$ cat config.mk
export PLATFORM = sky130hd
export DESIGN_NAME = branch_predict_unit
export DESIGN_NICKNAME = d
export VERILOG_FILES = /design/src/rtl/branch_predict_unit_pkg.sv /design/src/rtl/branch_predict_unit_sat_counter2.sv /design/src/rtl/branch_predict_unit.sv
export SDC_FILE = /design/constraint.sdc
export NUM_CORES = 1
export LEC_CHECK = 0
export CAP_MARGIN = 20
export CORE_ASPECT_RATIO = 1.1
export CORE_MARGIN = 4
export CORE_UTILIZATION = 45
export DETAILED_ROUTE_END_ITERATION = 10
export PLACE_DENSITY = 0.74
export SYNTH_ARGS = -nofsm -noshare
export SYNTH_HDL_FRONTEND = slang
export SYNTH_SLANG_ARGS = --single-unit
$ cat constraint.sdc
create_clock -name stage_clk -period 25.5 [get_ports stage_clk]
set_clock_uncertainty 0.1 [all_clocks]
set_input_delay 7.65 -clock stage_clk [delete_from_list [all_inputs] [get_ports stage_clk]]
set_output_delay 7.65 -clock stage_clk [all_outputs]
set_load 0.1 [all_outputs]
$ cat src/rtl/branch_predict_unit_pkg.sv
// Shared types and constants for the branch predict unit: counter encodings,
// recovery FSM states and the sequential PC step.
package branch_predict_unit_pkg;

    typedef enum logic [1:0] {
        SNT = 2'b00,
        WNT = 2'b01,
        WT  = 2'b10,
        ST  = 2'b11
    } cnt_e;

    typedef enum logic {
        IDLE    = 1'b0,
        RECOVER = 1'b1
    } bpu_state_e;

    localparam logic [31:0] PC_STEP = 32'd4;

endpackage

$ cat src/rtl/branch_predict_unit_sat_counter2.sv
// Combinational next value of a 2-bit saturating direction counter.
module sat_counter2
    import branch_predict_unit_pkg::*;
(
    input  logic [1:0] i_cnt,
    input  logic       i_taken,
    output logic [1:0] o_next
);

    always_comb begin
        o_next = i_cnt;
        if (i_taken) begin
            if (i_cnt != ST) o_next = i_cnt + 2'd1;
        end else begin
            if (i_cnt != SNT) o_next = i_cnt - 2'd1;
        end
    end

endmodule

$ cat src/rtl/branch_predict_unit.sv
// Direct-mapped BTB predictor with mispredict recovery for the fetch stage.
// Optional BPU_STATS_EN adds branch and mispredict event counters.
module branch_predict_unit
    import branch_predict_unit_pkg::*;
#(
    parameter int         IDX_W    = 4,
    parameter int         TAG_W    = 8,
    parameter logic [1:0] CNT_INIT = 2'b01
) (
    input  logic        stage_clk,
    input  logic        reset,
    input  logic        stage_ena,
    input  logic [31:0] pc_fetch,
    input  logic        ex_valid,
    input  logic        ex_is_branch,
    input  logic [31:0] ex_pc,
    input  logic        ex_taken,
    input  logic [31:0] ex_target,
    input  logic        ex_pred,
    output logic        branch_prediction,
    output logic        take_new_pc,
    output logic [31:0] pc_new,
    output logic        flush_fd,
    output logic        flush_de,
    output logic        mispredict
`ifdef BPU_STATS_EN
    ,
    output logic [31:0] stat_branches,
    output logic [31:0] stat_mispred
`endif
);

    localparam int DEPTH = 2 ** IDX_W;
    localparam int TAG_LO = IDX_W + 2;
    localparam int TAG_HI = IDX_W + 2 + TAG_W - 1;

    logic             r_valid  [DEPTH];
    logic [TAG_W-1:0] r_tag    [DEPTH];
    logic [31:0]      r_target [DEPTH];
    logic [1:0]       r_cnt    [DEPTH];
    bpu_state_e       r_state;

    logic [IDX_W-1:0] w_f_idx;
    logic [TAG_W-1:0] w_f_tag;
    logic             w_f_pred;
    logic [IDX_W-1:0] w_ex_idx;
    logic [TAG_W-1:0] w_ex_tag;
    logic             w_ex_hit;
    logic             w_upd;
    logic             w_mp;
    logic [1:0]       w_cnt_next;
    logic             w_unused_pc;

    assign w_f_idx   = pc_fetch[IDX_W+1:2];
    assign w_f_tag   = pc_fetch[TAG_HI:TAG_LO];
    assign w_f_pred  = r_valid[w_f_idx] && (r_tag[w_f_idx] == w_f_tag) && r_cnt[w_f_idx][1];

    assign w_ex_idx  = ex_pc[IDX_W+1:2];
    assign w_ex_tag  = ex_pc[TAG_HI:TAG_LO];
    assign w_ex_hit  = r_valid[w_ex_idx] && (r_tag[w_ex_idx] == w_ex_tag);
    assign w_upd     = stage_ena && ex_valid && ex_is_branch;
    assign w_mp      = ex_valid && ex_is_branch && (ex_pred != ex_taken);

    assign w_unused_pc = ^{pc_fetch[31:TAG_HI+1], pc_fetch[1:0]};

    sat_counter2 u_sat_counter2 (
        .i_cnt   (r_cnt[w_ex_idx]),
        .i_taken (ex_taken),
        .o_next  (w_cnt_next)
    );

    // Mispredict recovery outranks the RECOVER squash, which outranks a predicted redirect.
    always_comb begin
        branch_prediction = 1'b0;
        take_new_pc       = 1'b0;
        pc_new            = 32'd0;
        flush_fd          = 1'b0;
        flush_de          = 1'b0;
        if (w_mp) begin
            take_new_pc = 1'b1;
            pc_new      = ex_taken ? ex_target : ex_pc + PC_STEP;
            flush_fd    = 1'b1;
            flush_de    = 1'b1;
        end else if (r_state == RECOVER) begin
            flush_de = 1'b1;
        end else if (w_f_pred) begin
            branch_prediction = 1'b1;
            take_new_pc       = 1'b1;
            pc_new            = r_target[w_f_idx];
        end
    end

    // Same-index lookups see the pre-update entry; there is no write bypass.
    always_ff @(posedge stage_clk or posedge reset) begin
        if (reset) begin
            for (int i = 0; i < DEPTH; i++) begin
                r_valid[i]  <= 1'b0;
                r_tag[i]    <= '0;
                r_target[i] <= 32'd0;
                r_cnt[i]    <= CNT_INIT;
            end
        end else if (w_upd) begin
            if (w_ex_hit) begin
                r_cnt[w_ex_idx] <= w_cnt_next;
                if (ex_taken) r_target[w_ex_idx] <= ex_target;
            end else if (ex_taken) begin
                r_valid[w_ex_idx]  <= 1'b1;
                r_tag[w_ex_idx]    <= w_ex_tag;
                r_target[w_ex_idx] <= ex_target;
                r_cnt[w_ex_idx]    <= WT;
            end
        end
    end

    always_ff @(posedge stage_clk or posedge reset) begin
        if (reset) begin
            r_state    <= IDLE;
            mispredict <= 1'b0;
        end else if (stage_ena) begin
            mispredict <= w_mp;
            case (r_state)
                IDLE:    r_state <= w_mp ? RECOVER : IDLE;
                RECOVER: r_state <= w_mp ? RECOVER : IDLE;
                default: r_state <= IDLE;
            endcase
        end
    end

`ifdef BPU_STATS_EN
    always_ff @(posedge stage_clk or posedge reset) begin
        if (reset) begin
            stat_branches <= 32'd0;
            stat_mispred  <= 32'd0;
        end else if (stage_ena) begin
            if (w_upd) stat_branches <= stat_branches + 32'd1;
            if (w_mp)  stat_mispred  <= stat_mispred + 32'd1;
        end
    end
`endif

endmodule

======== Yosys cells after proc, flatten, opt, wreduce, memory -nomap -nowiden ========
Index checks and enable logic that the tools add are counted.
word-level totals
  register bits after elaboration ......... 690
  input port bits ......................... 103
  output and inout port bits .............. 37
  logic and storage cells ................. 144
cells by class
  add/sub/neg operators ................... 3
  order comparisons ....................... 3
  eq/ne operators ......................... 4
  muxes and demuxes ....................... 48
  bitwise gates (word level) .............. 7
  reductions and logical operators ........ 13
operator list
  kind                                                      count
  bitwise mux 512 bit                                       1
  two-way mux 32 bit                                        9
  binary-select mux 32 bit (select 4 bit)                   1
  bitwise mux 128 bit                                       1
  demux 32 bit (select 4 bit)                               1
  binary-select mux 8 bit (select 4 bit)                    2
  two-way mux 8 bit                                         5
  adder 32 x 3 -> 32 bit, second input constant             1
  bitwise mux 32 bit                                        1
  demux 8 bit (select 4 bit)                                1
  bitwise OR 16 bit                                         2
  bitwise AND 16 bit                                        1
  binary-select mux 2 bit (select 4 bit)                    2
  equality test 8 bit                                       2
  two-way mux 2 bit                                         8
  inverter 16 bit                                           1
  two-way mux 1 bit                                         12
  greater-or-equal comparator 5 bit, second input constant  2
  inverter 4 -> 5 bit                                       2
  binary-select mux 1 bit (select 4 bit)                    2
  demux 2 bit (select 4 bit)                                1
  logical AND 1 bit                                         8
  < comparator 5 x 1 -> 1 bit, second input constant        1
  demux 1 bit (select 4 bit)                                1
  other kinds (8)                                           10

======== Longest topological paths before layout ========
  word-level depth ........................ 10
  gate-level depth with buffers ........... 13
  mapped depth without buffers ............ 8

======== By module ========
From an unflattened synthesis, not the netlist that was laid out.
unflattened totals
  cells, all modules ...................... 2291
  area, all modules ....................... 33935.0 µm²
modules (own cells, without submodules)
  module               times used  cells an instance  area an instance (µm²)  sequential area each (µm²)
  branch_predict_unit  1           2288               33908.8                 17261.6
  sat_counter2         1           3                  26.3                    0.0

======== Worst setup path after synthesis ========
No wires, ideal clock.
  path kind ............................... input to output
  start ................................... input pc_fetch[2]
  end ..................................... output pc_new[12]
  arrival ................................. 12.052 ns
  data required time ...................... 17.750 ns
  setup slack ............................. 5.698 ns
  stages .................................. 9
  buffers on the path ..................... 2
  cell sequence ........................... buf_2 buf_2 mux4_2 mux4_2 xnor2_1 nand4_1 nor4_1 nand4_1 o21ai_0
between the ends
  word-level cells in the longest chain between the ends .. 10
  elaborated cells on any way between the ends .. 19
  those cells by class .................... eq/ne: 1; mux: 15; bitwise: 1; reduce/logical: 2
ends and longest elaborated chain
  what                                                   RTL line                                              source
  start, declared                                        branch_predict_unit.sv:13                             input logic [31:0] pc_fetch,
  inverter 4 -> 5 bit (not written as such) (*)          branch_predict_unit.sv:56, branch_predict_unit.sv:89
  binary-select mux 8 bit (select 4 bit)                 branch_predict_unit.sv:56                             assign w_f_pred = r_valid[w_f_idx] && (r_tag[w_f_idx] == w_f_tag) && r_cnt[w_f_idx][1];
  two-way mux 8 bit (not written as such) (2 in series)  branch_predict_unit.sv:56
  equality test 8 bit                                    branch_predict_unit.sv:56
  logical AND 1 bit (2 in series)                        branch_predict_unit.sv:56
  two-way mux 32 bit (*)                                 branch_predict_unit.sv:86                             end else if (w_f_pred) begin
  two-way mux 32 bit (*)                                 branch_predict_unit.sv:84                             end else if (r_state == RECOVER) begin
  two-way mux 32 bit (*)                                 branch_predict_unit.sv:79                             if (w_mp) begin
  end, declared                                          branch_predict_unit.sv:22                             output logic [31:0] pc_new,
Mark *: on every way between the ends. The rest lies on a longest branch, timed or not. The select of a mux whose other input is x is not followed.

======== Worst setup path after layout ========
  start ................................... input pc_fetch[2]
  end ..................................... output pc_new[26]
Same word-level chain as after synthesis.

==> reports/qor.yml <==
yosys.area.top_type: "dfrtp_1"
dp.cells: 3207
slew_violations: 0
cts_setup_buffers: 0
cts_sinks: 689
grt_pass1_vias: 22302
worstPathArrival_ns: 13.31
drive_gt1_frac: 0.462
report.final.hold_viol_count: 0
yosysSeqAreaShare: 0.513
whs_endpoint: "r_cnt[18]"
synth.most_common_cell: "dfrtp_1"
hp-start: "r_cnt[18]"
n_fill_cell: 5946
initial_utilization: 0.457
die_y_um: 295
yosys_warnings: 0
grt_antenna_before_repair: 5
wl_per_cell_um: 26.8
placed_area_um2: 35600
core_area_um2: 73700
die_width_um: 269
syn-mean-instance-area_um2: 14.8
root_buffer: "clkbuf_16"
synth_cells: 2279
yosys-top-cells-area: "dfrtp_1, mux2_2, mux4_2"
ctsHoldBuffers: 0
hpwl_um: 52000
fin_total_pwr_mw: 2.57
synth_top_area_frac: 0.501
cts_made_buffers: 70
grt_use_total: 0.227
post-route-util: 0.516
clk_pin_slew_ns: 0.06
dieArea_um2: 79200
holdPathStages: 1
final_area_um2: 38000
crit_required_ns: 17.75
fmax_mhz: 47.5
cp_max_fo: 77
multi_input_area_um2: 15600
r2r_cells: 9
post_cts_resize_count: 0
globalplace.congestion: 0.833
crit_type: "in2out"
drt-initial-drc-count: 1612
crit_path_end_kind: "output pin"
port_buffers: 119
slew_headroom: 0.257
ys_ff_latch: 689
setup_viol: 0
final_cells: 3332
synthesis.nets: 2386
ir_drop_v: 0.0000456
clk_path_buf_depth: 3
grt_pass1_wl_um: 137000
finalCritPeriodShare: 0.826
setup_ws_ns: 4.44
hold_path_class: "reg2reg"
r2r_slack_ns: 21.67
syn2layout_area_growth_pct: 12.9
routed_via_density: 6.22
status: "complete, no violations"
timing.hold.ws_ns: 0.379
r2r_start: "r_tag[38]"
worst_pin_slew_ns: 1.11
rr_endpoint: "r_cnt[17]"
dr.pass1.iters: 5
wl_um: 89200
row_count: 104
pwr_density_cell_nw_per_um2: 67.8
worst_setup_path_start_kind: "input port"
cts_tree: "built"
synth.cell_area_um2: 33600
min_period_ns: 21.06
via_count: 20710
grt-ovfl-total: 0
grt_setup_unrepaired: "false"
postRouteAntennaNets: 0
nNetsFinal: 2433
place_ws_ns: 4.34
tns_ns: 0
async_reset_ff_frac: 1.00
io_pins: 140
grt_max_degree: 178
leakage_nw: 17.4
synth_edf_count: 0
drc_errors: 0
yosys-top-cells-count: "dfrtp_1, mux2_2, mux4_2"
synth.distinct_cells: 55
maxCapViolations: 0
regArea_um2: 17300
synth-main-ff-cell: "dfrtp_1"
clkLatencyLatePin_ns: 0.61
cts_max_level: 3
-- critical path: stages --
cell and delay [ns]:
buf_8 0.62, buf_4 0.76, mux4_2 0.59, nor2b_1 0.15, a211oi_1 0.22, a21oi_1 0.08
xnor2_1 0.32, nand4_1 0.57, buf_4 0.52, o21ai_0 0.48, clkdlybuf4s50_1 1.25
-- state kept, by name, summed over array words and instances, names as in the netlist --
signal and count:
r_target 512, r_tag 128, mispredict 1, r_valid 16
r_cnt 32
-- metal layers --
layer  global-route usage  share of wire
met5                    0        0.00046
met4               0.0861          0.037
met1                0.292           0.40
met3               0.0402          0.057
met2                0.387           0.50
-- logic make-up after synthesis --
group,synth area share
buffers and inverters,0.0258
muxes,0.380
AOI/OAI and AO/OA,0.0318
DFF,0.513
and+or+nand+nor,0.0363
xor gates and xnor gates,0.0112
adders and majority gates,0.00179
-- worst max-delay path by stage --
stage / from / end / cells past startpoint
finish: pc_fetch[2] / pc_new[26] / 11
global placement: pc_fetch[2] / pc_new[11] / 11
global route: pc_fetch[2] / pc_new[26] / 11
floorplan: pc_fetch[2] / pc_new[12] / 9
CTS: pc_fetch[2] / pc_new[11] / 11
detailed placement: pc_fetch[2] / pc_new[11] / 11
-- cell type report --
cell class | instances | area share
diodes | 1 | 0.0000659
well taps | 954 | 0.0314
repair buffers | 165 | 0.0409
multi-input cells | 1376 | 0.410
flip-flops and latches | 689 | 0.454
inverters | 24 | 0.00247
clock inverters | 22 | 0.00626
clock buffers | 101 | 0.0548
-- power by group --
group	internal, mW	total, mW	switching [mW]
logic	0.158	0.305	0.148
registers	1.18	1.23	0.0490
clock network	0.608	1.04	0.431
total	1.95	2.57	0.628
-- placed cells by master (no fill, tap or decap), types with 6 or more instances in the layout --
cell and count:
a211oi_1 6, a21oi_1 34, a22oi_1 21, and2_1 18, and3_1 14, buf_4 46
clkbuf_1 12, clkbuf_16 72, clkbuf_8 17, clkdlybuf4s50_1 112, clkinv_2 12, dfrtp_1 673
dfstp_2 16, inv_1 22, mux2_2 639, mux2i_1 42, mux4_2 227, nand2_1 83
nand2_2 16, nand3_1 15, nand4_1 10, nor2_1 35, nor2_2 12, nor2b_1 8
o21ai_0 36, o22ai_1 31, o2bb2ai_1 17, or2_2 16, xnor2_1 23, xor2_1 20
(Power assumes the default switching activity.)
